===== src/rtl/traffic_gen_pkg.sv =====
// Shared definitions for the traffic generator: FSM states, payload modes
// and the maximal-length Fibonacci LFSR tap table.
package traffic_gen_pkg;

    typedef enum logic [2:0] {
        S_IDLE,
        S_INIT,
        S_SETTLE,
        S_RUN,
        S_DRAIN,
        S_DONE
    } state_t;

    localparam logic MODE_INC  = 1'b0;
    localparam logic MODE_LFSR = 1'b1;

    // Bit k of the mask is polynomial term x^(k+1); feedback is XOR of tapped bits.
    function automatic logic [15:0] lfsr_taps(input int width);
        case (width)
            4:       lfsr_taps = 16'h000C;
            5:       lfsr_taps = 16'h0014;
            6:       lfsr_taps = 16'h0030;
            7:       lfsr_taps = 16'h0060;
            8:       lfsr_taps = 16'h00B8;
            9:       lfsr_taps = 16'h0110;
            10:      lfsr_taps = 16'h0240;
            11:      lfsr_taps = 16'h0500;
            12:      lfsr_taps = 16'h0829;
            13:      lfsr_taps = 16'h100D;
            14:      lfsr_taps = 16'h2015;
            15:      lfsr_taps = 16'h6000;
            16:      lfsr_taps = 16'hD008;
            default: lfsr_taps = 16'h0000;
        endcase
    endfunction

endpackage


===== src/rtl/traffic_gen_if.sv =====
// Control, FIFO-side handshake and status bundle of the traffic generator.
interface traffic_gen_if #(
    parameter int DATA_W = 6,
    parameter int NUM_CH = 2,
    parameter int CNT_W  = 8
);
    logic              start;
    logic              mode;
    logic [DATA_W-1:0] seed;
    logic [CNT_W-1:0]  burst_len;
    logic              pause_in;
    logic [NUM_CH-1:0] empty_in;

    logic [DATA_W-1:0] data_out;
    logic              push_out;
    logic [NUM_CH-1:0] pop_out;
    logic              init_out;
    logic              busy;
    logic              done;
    logic [CNT_W-1:0]  push_cnt;
    logic [CNT_W-1:0]  pop_cnt;

    modport master (
        input  start, mode, seed, burst_len, pause_in, empty_in,
        output data_out, push_out, pop_out, init_out, busy, done, push_cnt, pop_cnt
    );

    modport slave (
        output start, mode, seed, burst_len, pause_in, empty_in,
        input  data_out, push_out, pop_out, init_out, busy, done, push_cnt, pop_cnt
    );
endinterface


===== src/rtl/traffic_gen_payload.sv =====
// Payload source: holds the next word to push, either counting up or
// stepping a Fibonacci LFSR; mode is captured together with the seed.
module traffic_gen_payload
    import traffic_gen_pkg::*;
#(
    parameter int DATA_W = 6
) (
    input  logic              clk,
    input  logic              reset,
    input  logic              i_load,
    input  logic              i_advance,
    input  logic              i_mode,
    input  logic [DATA_W-1:0] i_seed,
    output logic [DATA_W-1:0] o_value
);
    localparam logic [DATA_W-1:0] TAPS = DATA_W'(lfsr_taps(DATA_W));

    logic [DATA_W-1:0] r_value;
    logic              r_mode;
    logic              w_fb;

    assign w_fb    = ^(r_value & TAPS);
    assign o_value = r_value;

    always_ff @(posedge clk or posedge reset) begin
        if (reset) begin
            r_value <= '0;
            r_mode  <= MODE_INC;
        end else if (i_load) begin
            r_mode <= i_mode;
            // All-zero is the LFSR lock-up state, so it is never used as a seed.
            if (i_mode == MODE_LFSR && i_seed == '0)
                r_value <= DATA_W'(1);
            else
                r_value <= i_seed;
        end else if (i_advance) begin
            if (r_mode == MODE_LFSR)
                r_value <= {r_value[DATA_W-2:0], w_fb};
            else
                r_value <= r_value + DATA_W'(1);
        end
    end
endmodule


===== src/rtl/traffic_gen.sv =====
// Traffic generator: pushes a burst of payload words into the main FIFO,
// then drains the downstream channels until they stay empty.
//   state    | meaning
//   S_IDLE   | waiting for start after reset
//   S_INIT   | one-cycle init_out pulse
//   S_SETTLE | SETTLE_CYC wait cycles
//   S_RUN    | pushing words while not paused
//   S_DRAIN  | popping channels until two all-empty cycles
//   S_DONE   | run finished, waiting for start
module traffic_gen
    import traffic_gen_pkg::*;
#(
    parameter int DATA_W     = 6,
    parameter int NUM_CH     = 2,
    parameter int CNT_W      = 8,
    parameter int SETTLE_CYC = 2
) (
    input  logic           clk,
    input  logic           reset,
    traffic_gen_if.master  bus
);
    localparam logic [3:0]       SETTLE_LOAD = 4'(SETTLE_CYC - 1);
    localparam logic [CNT_W+3:0] POP_SAT     = {4'b0000, {CNT_W{1'b1}}};

    state_t            r_state;
    state_t            w_next;
    logic [CNT_W-1:0]  r_len;
    logic [3:0]        r_timer;
    logic              r_empty_prev;
    logic              r_push;
    logic [DATA_W-1:0] r_data;
    logic [CNT_W-1:0]  r_push_cnt;
    logic [CNT_W-1:0]  r_pop_cnt;

    logic              w_start_ok;
    logic              w_push;
    logic              w_all_empty;
    logic [NUM_CH-1:0] w_pop;
    logic [CNT_W+3:0]  w_pop_num;
    logic [CNT_W+3:0]  w_pop_sum;
    logic [DATA_W-1:0] w_payload;

    traffic_gen_payload #(.DATA_W(DATA_W)) u_payload (
        .clk       (clk),
        .reset     (reset),
        .i_load    (w_start_ok),
        .i_advance (w_push),
        .i_mode    (bus.mode),
        .i_seed    (bus.seed),
        .o_value   (w_payload)
    );

    assign w_start_ok  = bus.start && (r_state == S_IDLE || r_state == S_DONE);
    assign w_all_empty = &bus.empty_in;
    // Registering on the edge that enters RUN makes push_out visible in the first RUN cycle.
    assign w_push      = (w_next == S_RUN) && !bus.pause_in && (r_push_cnt < r_len);

    always_comb begin
        w_next = r_state;
        unique case (r_state)
            S_IDLE:   if (bus.start) w_next = S_INIT;
            S_INIT:   w_next = S_SETTLE;
            S_SETTLE: if (r_timer == '0) w_next = (r_len == '0) ? S_DRAIN : S_RUN;
            S_RUN:    if (r_push_cnt >= r_len) w_next = S_DRAIN;
            S_DRAIN:  if (w_all_empty && r_empty_prev) w_next = S_DONE;
            S_DONE:   if (bus.start) w_next = S_INIT;
            default:  w_next = S_IDLE;
        endcase
    end

    always_comb begin
        w_pop     = '0;
        w_pop_num = '0;
        if (r_state == S_RUN || r_state == S_DRAIN)
            w_pop = ~bus.empty_in;
        for (int i = 0; i < NUM_CH; i++)
            w_pop_num = w_pop_num + (CNT_W+4)'(w_pop[i]);
        w_pop_sum = {4'b0000, r_pop_cnt} + w_pop_num;
    end

    always_ff @(posedge clk or posedge reset) begin
        if (reset) begin
            r_state      <= S_IDLE;
            r_len        <= '0;
            r_timer      <= '0;
            r_empty_prev <= 1'b0;
            r_push       <= 1'b0;
            r_data       <= '0;
            r_push_cnt   <= '0;
            r_pop_cnt    <= '0;
        end else begin
            r_state      <= w_next;
            r_empty_prev <= w_all_empty;
            r_push       <= w_push;
            if (w_push)
                r_data <= w_payload;

            if (r_state == S_INIT)
                r_timer <= SETTLE_LOAD;
            else if (r_state == S_SETTLE && r_timer != '0)
                r_timer <= r_timer - 4'd1;

            if (w_start_ok) begin
                r_len      <= bus.burst_len;
                r_push_cnt <= '0;
                r_pop_cnt  <= '0;
            end else begin
                if (w_push && r_push_cnt != '1)
                    r_push_cnt <= r_push_cnt + CNT_W'(1);
                r_pop_cnt <= (w_pop_sum > POP_SAT) ? '1 : w_pop_sum[CNT_W-1:0];
            end
        end
    end

    assign bus.data_out = r_data;
    assign bus.push_out = r_push;
    assign bus.pop_out  = w_pop;
    assign bus.init_out = (r_state == S_INIT);
    assign bus.busy     = (r_state != S_IDLE) && (r_state != S_DONE);
    assign bus.done     = (r_state == S_DONE);
    assign bus.push_cnt = r_push_cnt;
    assign bus.pop_cnt  = r_pop_cnt;
endmodule


===== src/flat_wrapper.sv =====
// flat-port wrapper written by rule: the top's interface ports become plain ports
module traffic_gen_flat import traffic_gen_pkg::*;
#(
    parameter int DATA_W     = 6,
    parameter int NUM_CH     = 2,
    parameter int CNT_W      = 8,
    parameter int SETTLE_CYC = 2
)
  (clk, reset, bus_start, bus_mode, bus_seed, bus_burst_len, bus_pause_in, bus_empty_in, bus_data_out, bus_push_out, bus_pop_out, bus_init_out, bus_busy, bus_done, bus_push_cnt, bus_pop_cnt);
  traffic_gen_if #(.DATA_W(DATA_W), .NUM_CH(NUM_CH), .CNT_W(CNT_W)) bus_i ();
  input  logic clk;
  input  logic reset;
  input wire logic [$bits(bus_i.start)-1:0] bus_start;
  input wire logic [$bits(bus_i.mode)-1:0] bus_mode;
  input wire logic [$bits(bus_i.seed)-1:0] bus_seed;
  input wire logic [$bits(bus_i.burst_len)-1:0] bus_burst_len;
  input wire logic [$bits(bus_i.pause_in)-1:0] bus_pause_in;
  input wire logic [$bits(bus_i.empty_in)-1:0] bus_empty_in;
  output wire logic [$bits(bus_i.data_out)-1:0] bus_data_out;
  output wire logic [$bits(bus_i.push_out)-1:0] bus_push_out;
  output wire logic [$bits(bus_i.pop_out)-1:0] bus_pop_out;
  output wire logic [$bits(bus_i.init_out)-1:0] bus_init_out;
  output wire logic [$bits(bus_i.busy)-1:0] bus_busy;
  output wire logic [$bits(bus_i.done)-1:0] bus_done;
  output wire logic [$bits(bus_i.push_cnt)-1:0] bus_push_cnt;
  output wire logic [$bits(bus_i.pop_cnt)-1:0] bus_pop_cnt;
  assign bus_i.start = bus_start;
  assign bus_i.mode = bus_mode;
  assign bus_i.seed = bus_seed;
  assign bus_i.burst_len = bus_burst_len;
  assign bus_i.pause_in = bus_pause_in;
  assign bus_i.empty_in = bus_empty_in;
  assign bus_data_out = bus_i.data_out;
  assign bus_push_out = bus_i.push_out;
  assign bus_pop_out = bus_i.pop_out;
  assign bus_init_out = bus_i.init_out;
  assign bus_busy = bus_i.busy;
  assign bus_done = bus_i.done;
  assign bus_push_cnt = bus_i.push_cnt;
  assign bus_pop_cnt = bus_i.pop_cnt;
  traffic_gen #(.DATA_W(DATA_W), .NUM_CH(NUM_CH), .CNT_W(CNT_W), .SETTLE_CYC(SETTLE_CYC)) u_core (.clk(clk), .reset(reset), .bus(bus_i));
endmodule

===== config.mk =====
export PLATFORM = sky130hd
export DESIGN_NAME = traffic_gen_flat
export DESIGN_NICKNAME = d
export VERILOG_FILES = /design/src/rtl/traffic_gen_pkg.sv /design/src/rtl/traffic_gen_if.sv /design/src/rtl/traffic_gen_payload.sv /design/src/rtl/traffic_gen.sv /design/src/flat_wrapper.sv
export SDC_FILE = /design/constraint.sdc
export NUM_CORES = 1
export LEC_CHECK = 0
export CAP_MARGIN = 40
export CELL_PAD_IN_SITES_DETAIL_PLACEMENT = 1
export CELL_PAD_IN_SITES_GLOBAL_PLACEMENT = 2
export CORE_UTILIZATION = 32
export DETAILED_ROUTE_END_ITERATION = 10
export PLACE_DENSITY = 0.81
export SYNTH_ARGS = -nofsm -noshare
export SYNTH_HDL_FRONTEND = slang
export SYNTH_SLANG_ARGS = --single-unit

===== constraint.sdc =====
create_clock -name clk -period 3.44 [get_ports clk]
set_input_delay 0.344 -clock clk [delete_from_list [all_inputs] [get_ports clk]]
set_output_delay 0.344 -clock clk [all_outputs]
set_load 0.02 [all_outputs]

# ---- After elaboration in Yosys (flattened, before gate mapping)
# Index checks and enable logic that the tools add are counted.
dict set report totals {
  ff_bits 46
  output_inout_bits 28
  word_cells 67
}
dict set report classes {
  add_sub_neg 5
  order_cmp 3
  eq_ne 8
  mux 17
  bitwise_logic 1
  n_reduce_logical 23
}
# cell count
set op_table {}
lappend op_table {{8-bit two-way mux} 4}
lappend op_table {{6-bit two-way mux} 4}
lappend op_table {{3-bit two-way mux} 5}
lappend op_table {{3-bit one-hot mux with 5 select lines} 1}
lappend op_table {{8-bit by 12-bit adder with 12-bit output} 1}
lappend op_table {{12-bit by 8-bit > comparator with 1-bit output, second input constant} 1}
lappend op_table {{3-bit by 2-bit == test with 1-bit output, second input constant} 3}
lappend op_table {{8-bit by 1-bit adder with 8-bit output, second input constant} 1}
lappend op_table {{8-bit >= comparator} 1}
lappend op_table {{1-bit logical AND} 8}
lappend op_table {{8-bit zero test} 1}
lappend op_table {{8-bit < comparator} 1}
lappend op_table {{4-bit two-way mux} 2}
lappend op_table {{8-bit inequality test, second input constant} 1}
lappend op_table {{6-bit by 1-bit adder with 6-bit output, second input constant} 1}
lappend op_table {{3-bit == test, second input constant} 2}
lappend op_table {{6-bit zero test} 1}
lappend op_table {{2-bit nonzero test} 3}
lappend op_table {{6-bit parity} 1}
lappend op_table {{4-bit zero test} 1}
lappend op_table {{4-bit nonzero test} 1}
lappend op_table {{4-bit by 1-bit subtractor with 4-bit output, second input constant} 1}
lappend op_table {{3-bit by 1-bit == test with 1-bit output, second input constant} 1}
lappend op_table {{3-bit zero test} 1}
lappend op_table {{other kinds (9)} 10}

# ---- Logic depth before layout (Yosys ltp)
# Gate-level depths: netlist (run 1).
dict set report logic_depth {
  ltp_word 10
  ltp_mapped 12
  ltp_nobuf 12
}

# ---- By module
# A second synthesis (run 1) with hierarchy kept.
dict set report hier_totals {
  cells_unflattened 274
  area_unflattened_um2 2735.1
}
# mod instances cells_per_inst area_per_inst_um2
set by_module_without_submodules {}
lappend by_module_without_submodules {traffic_gen 1 219 2219.6}
lappend by_module_without_submodules {traffic_gen_payload 1 55 515.5}

# ---- Worst setup path after synthesis (run 1)
# No wires, ideal clock.
dict set report synth_timing {
  path_type {reg2reg}
  start {register u_core.r_state[0]}
  end {register u_core.r_pop_cnt[4] (netlist: u_core.bus.pop_cnt[4])}
  arrival_ps 2627
  setup_slack_ps 735
  stages_incl_launch_ff 12
  n_path_buf 0
  cell_sequence {dfrtp_1 inv_1 nor2_1 a22oi_1 nor2_1 ha_1 ha_1 fa_1 nand2_1 nor2_1 or2_2 a21oi_1}
}
dict set report synth_between {
  elab_chain_len 8
  word_cells_on_any_way 13
  classes_between {add/sub: 2; order compare: 1; eq/ne: 3; mux: 3; reduce/logical: 4}
}
# item line
set synth_rtl {}
lappend synth_rtl {{from (decl)} traffic_gen.sv:25} ;# state_t r_state;
lappend synth_rtl {{from (signal assigned)} traffic_gen.sv:92} ;# r_state <= w_next;
lappend synth_rtl {{3-bit by 2-bit == test with 1-bit output / 3-bit == test (equally long branches)} traffic_gen.sv:74} ;# if (r_state == S_RUN || r_state == S_DRAIN)
lappend synth_rtl {{1-bit logical OR *} traffic_gen.sv:74}
lappend synth_rtl {{2-bit two-way mux *} traffic_gen.sv:74}
lappend synth_rtl {{via bus_pop_out[1]} flat_wrapper.sv:21} ;# output wire logic [$bits(bus_i.pop_out)-1:0] bus_pop_out;
lappend synth_rtl {{1-bit by 1-bit adder with 2-bit output *} traffic_gen.sv:77} ;# w_pop_num = w_pop_num + (CNT_W+4)'(w_pop[i]);
lappend synth_rtl {{8-bit by 12-bit adder with 12-bit output *} traffic_gen.sv:78} ;# w_pop_sum = {4'b0000, r_pop_cnt} + w_pop_num;
lappend synth_rtl {{12-bit by 8-bit > comparator with 1-bit output} traffic_gen.sv:110} ;# r_pop_cnt <= (w_pop_sum > POP_SAT) ? '1 : w_pop_sum[CNT_W-1:0];
lappend synth_rtl {{8-bit two-way mux *} traffic_gen.sv:110}
lappend synth_rtl {{8-bit two-way mux *} traffic_gen.sv:103} ;# if (w_start_ok) begin
lappend synth_rtl {{to (signal assigned)} traffic_gen.sv:110}
lappend synth_rtl {{to (decl)} traffic_gen.sv:33} ;# logic [CNT_W-1:0] r_pop_cnt;
# The timed path passes the listed nets; every way through them passes the cells marked *.
# A chain may end at the register's enable or synchronous reset.

# ---- Worst setup path after layout (run 1)
dict set report layout_timing {
  start {register u_core.r_state[0]}
  end {register u_core.r_pop_cnt[4] (netlist: u_core.bus.pop_cnt[4])}
}
dict set report layout_between {
  elab_chain_len 8
  word_cells_on_any_way 13
  classes_between {add/sub: 2; order compare: 1; eq/ne: 3; mux: 3; reduce/logical: 4}
}
# item line
set layout_rtl {}
lappend layout_rtl {{3-bit by 2-bit == test with 1-bit output / 3-bit == test (equally long branches)} traffic_gen.sv:74}
lappend layout_rtl {{1-bit logical OR} traffic_gen.sv:74}
lappend layout_rtl {{2-bit two-way mux} traffic_gen.sv:74}
lappend layout_rtl {{1-bit by 1-bit adder with 2-bit output} traffic_gen.sv:77}
lappend layout_rtl {{8-bit by 12-bit adder with 12-bit output} traffic_gen.sv:78}
lappend layout_rtl {{12-bit by 8-bit > comparator with 1-bit output} traffic_gen.sv:110}
lappend layout_rtl {{8-bit two-way mux} traffic_gen.sv:110}
lappend layout_rtl {{8-bit two-way mux *} traffic_gen.sv:103}
# Every way passes the cells marked *; elsewhere a longest branch is shown, timed or not.

==> results of run 1 <==
## layer usage
metal / track usage / wire [um] / up-vias
li1: - / - / 1110
met1: 0.217 / 3230 / 1142
met2: 0.306 / 3420 / 29
met3: 0.0296 / 133 / 7
met4: 0.0526 / 98 / 0
met5: 0 / 0 / -
## cells by family (layout without fill, tap and decap cells)
kind of cell / after synthesis / in the layout / share of synthesized area
multiplexers: 13 / 13 / 0.0527
flip-flops: 46 / 46 / 0.437
AND/OR/NAND/NOR: 106 / 106 / 0.201
AO/OA/AOI/OAI: 68 / 68 / 0.155
buffers and inverters: 32 / 81 / 0.0494
XOR/XNOR: 8 / 8 / 0.0266
adder cells (fa/ha/maj): 16 / 16 / 0.0788
## layout make-up
type                       instances  area, um2
fill                             949       4500
multi-input combinational        211       1350
sequential                        46       1150
timing repair buffer              52        543
tap                              102        128
inverter                          21       78.8
clock buffer                       5       68.8
clock inverter                     3       21.3
## metrics by stage
| step | util | std cells | hold slack, ns | area (um2) |
|---|---|---|---|---|
| finish | 0.426 | 440 | 0.341 | 3340 |
| global route | 0.426 | 440 | 0.373 | 3340 |
| CTS | 0.426 | 440 | 0.358 | 3340 |
| detailed placement | 0.415 | 432 | 0.497 | 3250 |
| global placement | 0.409 | 430 | 0.490 | 3210 |
| floorplan | - | 289 | 0.449 | 2640 |
## worst paths after layout
path,cells after the start,endpoint,startpoint,slack [ns]
max in group asynchronous,3,u_core.r_len[6]$_DFFE_PP0P_,reset,2.59
hold / removal,2,u_core.bus.data_out[1]$_DFFE_PP0P_,reset,0.34
hold reg to reg,1,u_core.bus.data_out[0]$_DFFE_PP0P_,u_core.bus.data_out[0]$_DFFE_PP0P_,0.51
setup reg to reg,11,u_core.bus.pop_cnt[4]$_DFF_PP0_,u_core.r_state[0]$_DFF_PP0_,0.71
setup / recovery,11,u_core.bus.pop_cnt[4]$_DFF_PP0_,u_core.r_state[0]$_DFF_PP0_,0.71
min in group clk,1,u_core.bus.data_out[0]$_DFFE_PP0P_,u_core.bus.data_out[0]$_DFFE_PP0P_,0.51
## sequential cells by signal, indices dropped and copies added (netlist names)
| signal | flops |
|---|---|
| u_core.bus.data_out | 6 |
| u_core.bus.pop_cnt | 8 |
| u_core.bus.push_cnt | 8 |
| u_core.bus.push_out | 1 |
| u_core.r_empty_prev | 1 |
| u_core.r_len | 8 |
| u_core.r_state | 3 |
| u_core.r_timer | 4 |
| u_core.u_payload.o_value | 6 |
| u_core.u_payload.r_mode | 1 |
## layout by cell type (no fill, tap or decap), drive strengths merged, types with 7 or more instances in the layout
master	n
ha	15
clkdlybuf4s50	48
nand3	9
dfrtp	46
inv	21
mux2	7
nor2	18
a31oi	8
nand2	36
a21oi	20
o21ai	22
## power by group through the flow
stage          sequential [mW]  combinational, mW  clock [mW]
2_1_floorplan             1.06              0.872           0
3_3_place_gp              1.02               1.36           0
3_5_place_dp              1.03               1.42           0
4_1_cts                   1.02               1.43       0.366
5_1_grt                   1.06               1.59       0.386
6_report                  1.02               1.42       0.346
==> flow_summary_export.csv, run 1 <==
group,metric,value,unit
synth,seq_area_frac_synth,0.437,
final_layout,drive_gt1_frac,0.0710,
power,p_per_area,831,nW/um2
synth,ys_warn_count,0,
setup_path,worstSetupPathType,"reg2reg",
setup_path,worstPathCellList,"inv_1 -> nor2_1 -> a22oi_1 -> nor2_1 -> ha_1 -> ha_1 -> fa_1 -> nand2_1 -> nor2_1 -> or2_2 -> a21oi_1",
synth,syn-num-nets,326,
run_status,status,"finished, final reports clean",
sta,fin_ws,0.707,ns
cts,cts_buffer_depth,2,
sta,fin_skew,0.0129,ns
routing,wl_per_cell,15.6,um
global_routing,grt_max_degree,30,
synth,synth_top_area_share,0.437,
global_routing,track_usage,0.174,
floorplanning,dieArea,8600,um2
synth,syn_inst,289,
synth,synth.most_common_cell,"dfrtp_1",
sta,rsz0062_at_grt,"false",
routing,drc,0,
synth,yosysTopAreaCell,"dfrtp_1",
cts,ctsResizeCount,0,
synth,syn_area,2640,um2
placed_design,place_ws,0.720,ns
cts,cts_buffers,5,
routing,via_count,2288,
synth,ys_top_cells_by_area,"dfrtp_1 (44%), ha_1 (7.1%), nand2_1 (5.1%), o21ai_0 (4.0%), a21oi_1 (3.8%)",
sta,drv_slew,0,
floorplanning,num_rows,32,
routing,antenna_left,0,
floorplanning,ios,49,
floorplanning,die_w,92.7,um
sta,fmax,366,MHz
power,p_sw,1.21,mW
setup_path,slowest_delay,0.47,ns
setup_path,endpoint_kind,"flop",
final_layout,syn_to_final_growth,26.9,%
synth,netlist_top_cells_count,"dfrtp_1 (46), nand2_1 (36), inv_1 (21), o21ai_0 (21), a21oi_1 (20)",
cts,holdBufCountCts,0,
setup_path,cpMostUsedCell,"nor2_1",
sta,setup_viol,0,
min_path,worstHoldPathType,"in2async",
routing,first_pass_iters,4,
synth,syn-mean-instance-area,9.12,um2
power,p_sw_frac,0.435,
setup_path,critPathBufInv,1,
routing,drt_iter0_markers,76,
global_routing,grt_pass1_wl,11700,um
sta,tightest_slew,0.691,ns
setup_path,arrival,2.96,ns
sta,period_share,0.794,
setup_path,start_kind,"flop",
synth,ys_seq_elements,46,
setup_path,path_max_fanout,8,
global_routing,grt_overflow,0,
setup_path,cp_top_family,"adder cells",
power,p_comb_frac,0.510,
synth,synth_edf_count,0,
cts,path_clk_slew,0.10,ns
global_routing,antenna_found_initial,0,
sta,hold_viol_final,0,
sta,relSlewSlack,0.535,
routing,routed_wl,6880,um
power,fin_total_pwr,2.78,mW
power,clockPowerShare,0.124,
floorplanning,core,7850,um2
synth,synth-async-reset-ratio,1.00,
sta,final.setup.tns,0,ns
floorplanning,fp.dieH,92.7,um
final_layout,fin_nets,374,
synth,synth-main-ff-cell,"dfrtp_1",
routing,viasPerCell,5.20,
cts,cts_htree_levels,2,
power,internal_power,1.57,mW
placed_design,hpwl,5130,um
cts,cts.root.buffer_cell,"clkbuf_8",
cts,post-cts-setup-buffers,0,
global_routing,grt_pass1_vias,2372,
sta,period_minus_slack,2.73,ns
final_layout,n_antenna_cell,0,
floorplanning,initial_core_util,0.336,
setup_path,slowest_stage,"dfrtp_1",
setup_path,crit_required,3.67,ns
flow_run,maxCapViolations,0,
placed_design,port_buffers,48,
synth,synth_cell_type_count,45,
power,pwr-share-seq,0.366,
power,irDropWorstVdd,0.000256,V
cts,cts.sinks,46,
cts,insertion_delay,0.31,ns
placed_design,gp_congestion,0.768,
power,p_leak,1.46,nW
cts,cts_tree,"built",
Power figures use the tool's default switching activity.
==> run 2: changes to the inputs <==
==> constraint.sdc (replaced) <==
create_clock -name clk -period 2.7 [get_ports clk]
set_input_delay 0.27 -clock clk [delete_from_list [all_inputs] [get_ports clk]]
set_output_delay 0.27 -clock clk [all_outputs]
set_load 0.02 [all_outputs]
==> flow_summary_export.csv, run 2 (synthesis gave the netlist of run 1 again) <==
group,metric,value,unit
cts,cts.root.buffer_cell,"clkbuf_8",
sta,tightest_slew,0.630,ns
final_layout,syn_to_final_growth,28.8,%
sta,final.setup.tns,0,ns
routing,drc,0,
floorplanning,num_rows,32,
cts,cts_buffer_depth,2,
final_layout,seq_area,1150,um2
sta,fin_ws,0.144,ns
sta,period_share,0.947,
floorplanning,ios,49,
final_layout,n_antenna_cell,0,
power,p_leak,1.49,nW
setup_path,crit_required,2.94,ns
routing,routed_wl,6780,um
cts,insertion_delay,0.31,ns
min_path,worstHoldPathType,"in2async",
global_routing,grt_max_degree,24,
routing,wl_per_cell,15.2,um
placed_design,port_buffers,48,
final_layout,final_cells,447,
power,p_per_area,1070,nW/um2
routing,first_pass_iters,4,
sta,fin_skew,0.0125,ns
routing,drt_iter0_markers,59,
cts,cts_htree_levels,2,
routing,viasPerCell,5.14,
setup_path,worstSetupPathType,"reg2reg",
floorplanning,dieArea,8600,um2
flow_run,maxCapViolations,0,
final_layout,fin_nets,381,
floorplanning,core,7850,um2
routing,via_count,2298,
placed_design,place_ws,0.110,ns
sta,setup_viol,0,
sta,whs,0.270,ns
setup_path,path_max_fanout,8,
sta,relSlewSlack,0.576,
global_routing,grt_overflow,0,
cts,cts_tree,"built",
setup_path,endpoint_kind,"flop",
power,fin_total_pwr,3.64,mW
cts,path_clk_slew,0.10,ns
placed_design,gp_congestion,0.792,
sta,drv_slew,0,
global_routing,antenna_found_initial,0,
cts,cts_buffers,5,
global_routing,grt_pass1_vias,2341,
cts,cts.sinks,46,
final_layout,layout_commonest_cell,"clkdlybuf4s50_1",
sta,hold_viol_final,0,
global_routing,grt_pass1_wl,11400,um
floorplanning,die_w,92.7,um
cts,holdBufCountCts,0,
placed_design,dpl.cell_count,439,
final_layout,most-common-layout-cells,"clkdlybuf4s50_1 (48), dfrtp_1 (45), nand2_1 (36), o21ai_0 (21)",
global_routing,track_usage,0.169,
setup_path,arrival,2.79,ns
run_status,status,"finished, final reports clean",
final_layout,multi_input_area,1370,um2
setup_path,start_kind,"flop",
final_layout,fillCellCount,943,
power,irDropWorstVdd,0.000362,V
routing,antenna_left,0,
final_layout,drive_gt1_frac,0.104,
floorplanning,fp.dieH,92.7,um
placed_design,hpwl,5130,um
floorplanning,initial_core_util,0.336,
sta,fmax,391,MHz
sta,period_minus_slack,2.56,ns
## run 2: changes by cell type in the layout (fill, tap and decap cells not counted)
cell	delta
clkinvlp_4	-1
buf_16	-1
buf_12	-1
dfrtp_1	-1
clkbuf_8	+2
buf_4	+9
dfrtp_2	+1
a22oi_2	+1
clkinv_2	-1
nor2_1	-3
a22oi_1	-1
nor2_2	+3
## run 2: critical path, stage by stage (launching register included)
cell,delay (ns)
dfrtp_2,0.47
nor2_1,0.25
a22oi_2,0.15
nor2_2,0.12
ha_1,0.25
ha_1,0.22
fa_1,0.43
nand2_1,0.11
nor2_2,0.07
or2_2,0.29
a21oi_1,0.14
## run 2: area by class of cell
class	count	share of cell area
Timing Repair Buffer	59	0.166
Inverter	21	0.0232
Sequential cell	46	0.340
Clock buffer	7	0.0284
Multi-Input combinational cell	211	0.403
Clock inverter	1	0.00258
Tap cell	102	0.0376
## run 2: path summary, 6_finish.rpt
| path | startpoint | cells after the start | slack [ns] | endpoint |
|---|---|---|---|---|
| worst max-delay path | u_core.r_state[2]$_DFF_PP0_ | 10 | 0.14 | u_core.bus.pop_cnt[4]$_DFF_PP0_ |
| worst max register to register | u_core.r_state[2]$_DFF_PP0_ | 10 | 0.14 | u_core.bus.pop_cnt[4]$_DFF_PP0_ |
| worst min-delay path | reset | 2 | 0.27 | u_core.r_state[2]$_DFF_PP0_ |
| max in group asynchronous | reset | 3 | 1.86 | u_core.r_timer[0]$_DFFE_PP0P_ |
| min in group clk | bus_burst_len[0] | 3 | 0.48 | u_core.r_len[0]$_DFFE_PP0P_ |
| worst min register to register | u_core.bus.data_out[0]$_DFFE_PP0P_ | 1 | 0.52 | u_core.bus.data_out[0]$_DFFE_PP0P_ |
## run 2: per-layer routing
metal	global-route usage	part of all wire
met4	0.0551	0.015
met1	0.226	0.48
met2	0.280	0.48
met3	0.0230	0.023
met5	0	0
## run 2: repair_timing
| action | CTS | global route |
|---|---|---|
| setup buffers | 0 | 0 |
| endpoints found under the setup margin | 0 | 7 |
| gates resized for setup | 0 | 3 |
## run 2: report_power, final
group          switching [mW]  internal, mW  total (mW)  leakage (nW)
registers               0.292         0.981        1.27         0.572
clock network           0.259         0.235       0.495        0.0544
logic                   0.998         0.871        1.87         0.864
## run 2: through the flow
stage	utilization	cell area (um2)
2_1_floorplan	-	2640
3_3_place_gp	0.418	3280
3_5_place_dp	0.418	3280
4_1_cts	0.431	3380
5_1_grt	0.432	3390
6_report	0.432	3390
==> run 3: changes to the inputs <==
==> constraint.sdc (replaced) <==
create_clock -name clk -period 2.39 [get_ports clk]
set_input_delay 0.239 -clock clk [delete_from_list [all_inputs] [get_ports clk]]
set_output_delay 0.239 -clock clk [all_outputs]
set_load 0.02 [all_outputs]
==> flow_summary_export.csv, run 3 (synthesis gave the netlist of run 1 again) <==
group,metric,value,unit
run_status,status,"finished, final reports clean",
final_layout,fin_nets,399,
floorplanning,num_rows,32,
final_layout,n_antenna_cell,0,
sta,tightest_slew,0.623,ns
global_routing,top_usage_layer,"met2",
sta,period_minus_slack,2.28,ns
power,p_per_area,1210,nW/um2
placed_design,place_ws,-0.0596,ns
sta,whs,0.330,ns
cts,cts_buffers,5,
floorplanning,initial_core_util,0.336,
sta,fin_ws,0.107,ns
setup_path,arrival,2.48,ns
global_routing,grt_use_met3,0.0320,
sta,relSlewSlack,0.584,
global_routing,grt_pass1_vias,2488,
setup_path,start_kind,"flop",
cts,cts_buffer_depth,2,
cts,cts_tree,"built",
flow_run,maxCapViolations,0,
routing,viasPerCell,5.05,
sta,fmax,438,MHz
final_layout,syn_to_final_growth,38.7,%
final_layout,drive_gt1_frac,0.187,
placed_design,gp_congestion,0.773,
cts,holdBufCountCts,0,
placed_design,port_buffers,48,
routing,wl_per_cell,15.3,um
floorplanning,core,7850,um2
floorplanning,fp.dieH,92.7,um
floorplanning,die_w,92.7,um
setup_path,endpoint_kind,"flop",
setup_path,worstSetupPathType,"reg2reg",
power,irDropWorstVdd,0.000547,V
routing,routed_wl,7140,um
final_layout,layout_commonest_cell,"clkdlybuf4s50_1",
final_layout,most-common-layout-cells,"clkdlybuf4s50_1 (48), dfrtp_1 (44), nand2_1 (35), buf_4 (27), o21ai_0 (21)",
global_routing,grt_overflow,0,
sta,setup_viol,0,
sta,period_share,0.955,
setup_path,crit_start,"u_core.r_timer[0]$_DFFE_PP0P_",
routing,first_pass_iters,4,
final_layout,final_util,0.466,
global_routing,antenna_found_initial,0,
routing,antenna_left,0,
power,p_leak,1.59,nW
cts,cts.sinks,46,
global_routing,grt_pass1_wl,12300,um
routing,drt_iter0_markers,43,
setup_path,crit_required,2.59,ns
placed_design,hpwl,5500,um
global_routing,gr-usage-met1,0.243,
global_routing,track_usage,0.183,
floorplanning,dieArea,8600,um2
cts,cts.root.buffer_cell,"clkbuf_8",
sta,rsz0062_at_grt,"true",
global_routing,grt_max_degree,28,
cts,path_clk_slew,0.10,ns
cts,cts_htree_levels,2,
global_routing,grt_util_met2,0.310,
sta,hold_viol_final,0,
min_path,worstHoldPathType,"in2async",
setup_path,ff2ff_path_depth,9,
setup_path,r2r_start,"u_core.r_timer[0]$_DFFE_PP0P_",
routing,drc,0,
floorplanning,ios,49,
routing,via_count,2348,
setup_path,path_max_fanout,7,
sta,fin_skew,0.00952,ns
cts,insertion_delay,0.30,ns
sta,drv_slew,0,
==> run 3: worst paths after layout <==
kind                                                            to  slack, ns
worst max-delay path            u_core.bus.data_out[4]$_DFFE_PP0P_       0.11
min in group clk                       u_core.r_len[0]$_DFFE_PP0P_       0.46
worst min-delay path                 u_core.bus.push_out$_DFF_PP0_       0.33
max in group asynchronous       u_core.bus.push_cnt[1]$_DFFE_PP0P_       1.45
worst min register to register  u_core.bus.data_out[1]$_DFFE_PP0P_       0.52
worst max register to register  u_core.bus.data_out[4]$_DFFE_PP0P_       0.11
==> run 3: final cells by class <==
type                            instances  area, um2
Inverter                               21       78.8
Fill cell                             929       4190
Tap cell                              102        128
Clock inverter                          2       37.5
Timing Repair Buffer                   77        723
Multi-Input combinational cell        211       1460
Sequential cell                        46       1150
Clock buffer                            6       72.6
==> run 3: where the power goes <==
group	total (mW)	internal, mW	switching [mW]
registers	1.42	1.11	0.313
clock network	0.591	0.313	0.279
logic	2.42	1.17	1.25
==> run 3: routing by layer <==
metal | wire, um | vias to the layer above
met5 | 0 | -
met4 | 70 | 0
met3 | 177 | 6
met2 | 3530 | 29
met1 | 3360 | 1148
li1 | - | 1165
==> run 3: repair_timing <==
item	in CTS	in global routing
buffers inserted	3	1
pin swaps	8	1
endpoints found under the setup margin	8	18
gates resized for setup	6	8
==> run 3: stage by stage <==
step	area, um2	setup TNS [ns]	power [mW]	instances
floorplan	2690	0	2.84	289
global placement	3450	0	3.70	453
detailed placement	3450	-0.230	3.78	453
CTS	3620	0	4.46	464
global route	3660	-0.0111	4.81	465
finish	3660	0	4.43	465
==> run 3: critical path, stage by stage, from the launching register on <==
cell	delay (ns)
dfrtp_1	0.40
inv_1	0.08
ha_1	0.14
or3b_1	0.44
or2_1	0.27
o21ai_2	0.18
nor2_1	0.08
nand2_1	0.13
buf_12	0.13
mux2_2	0.33
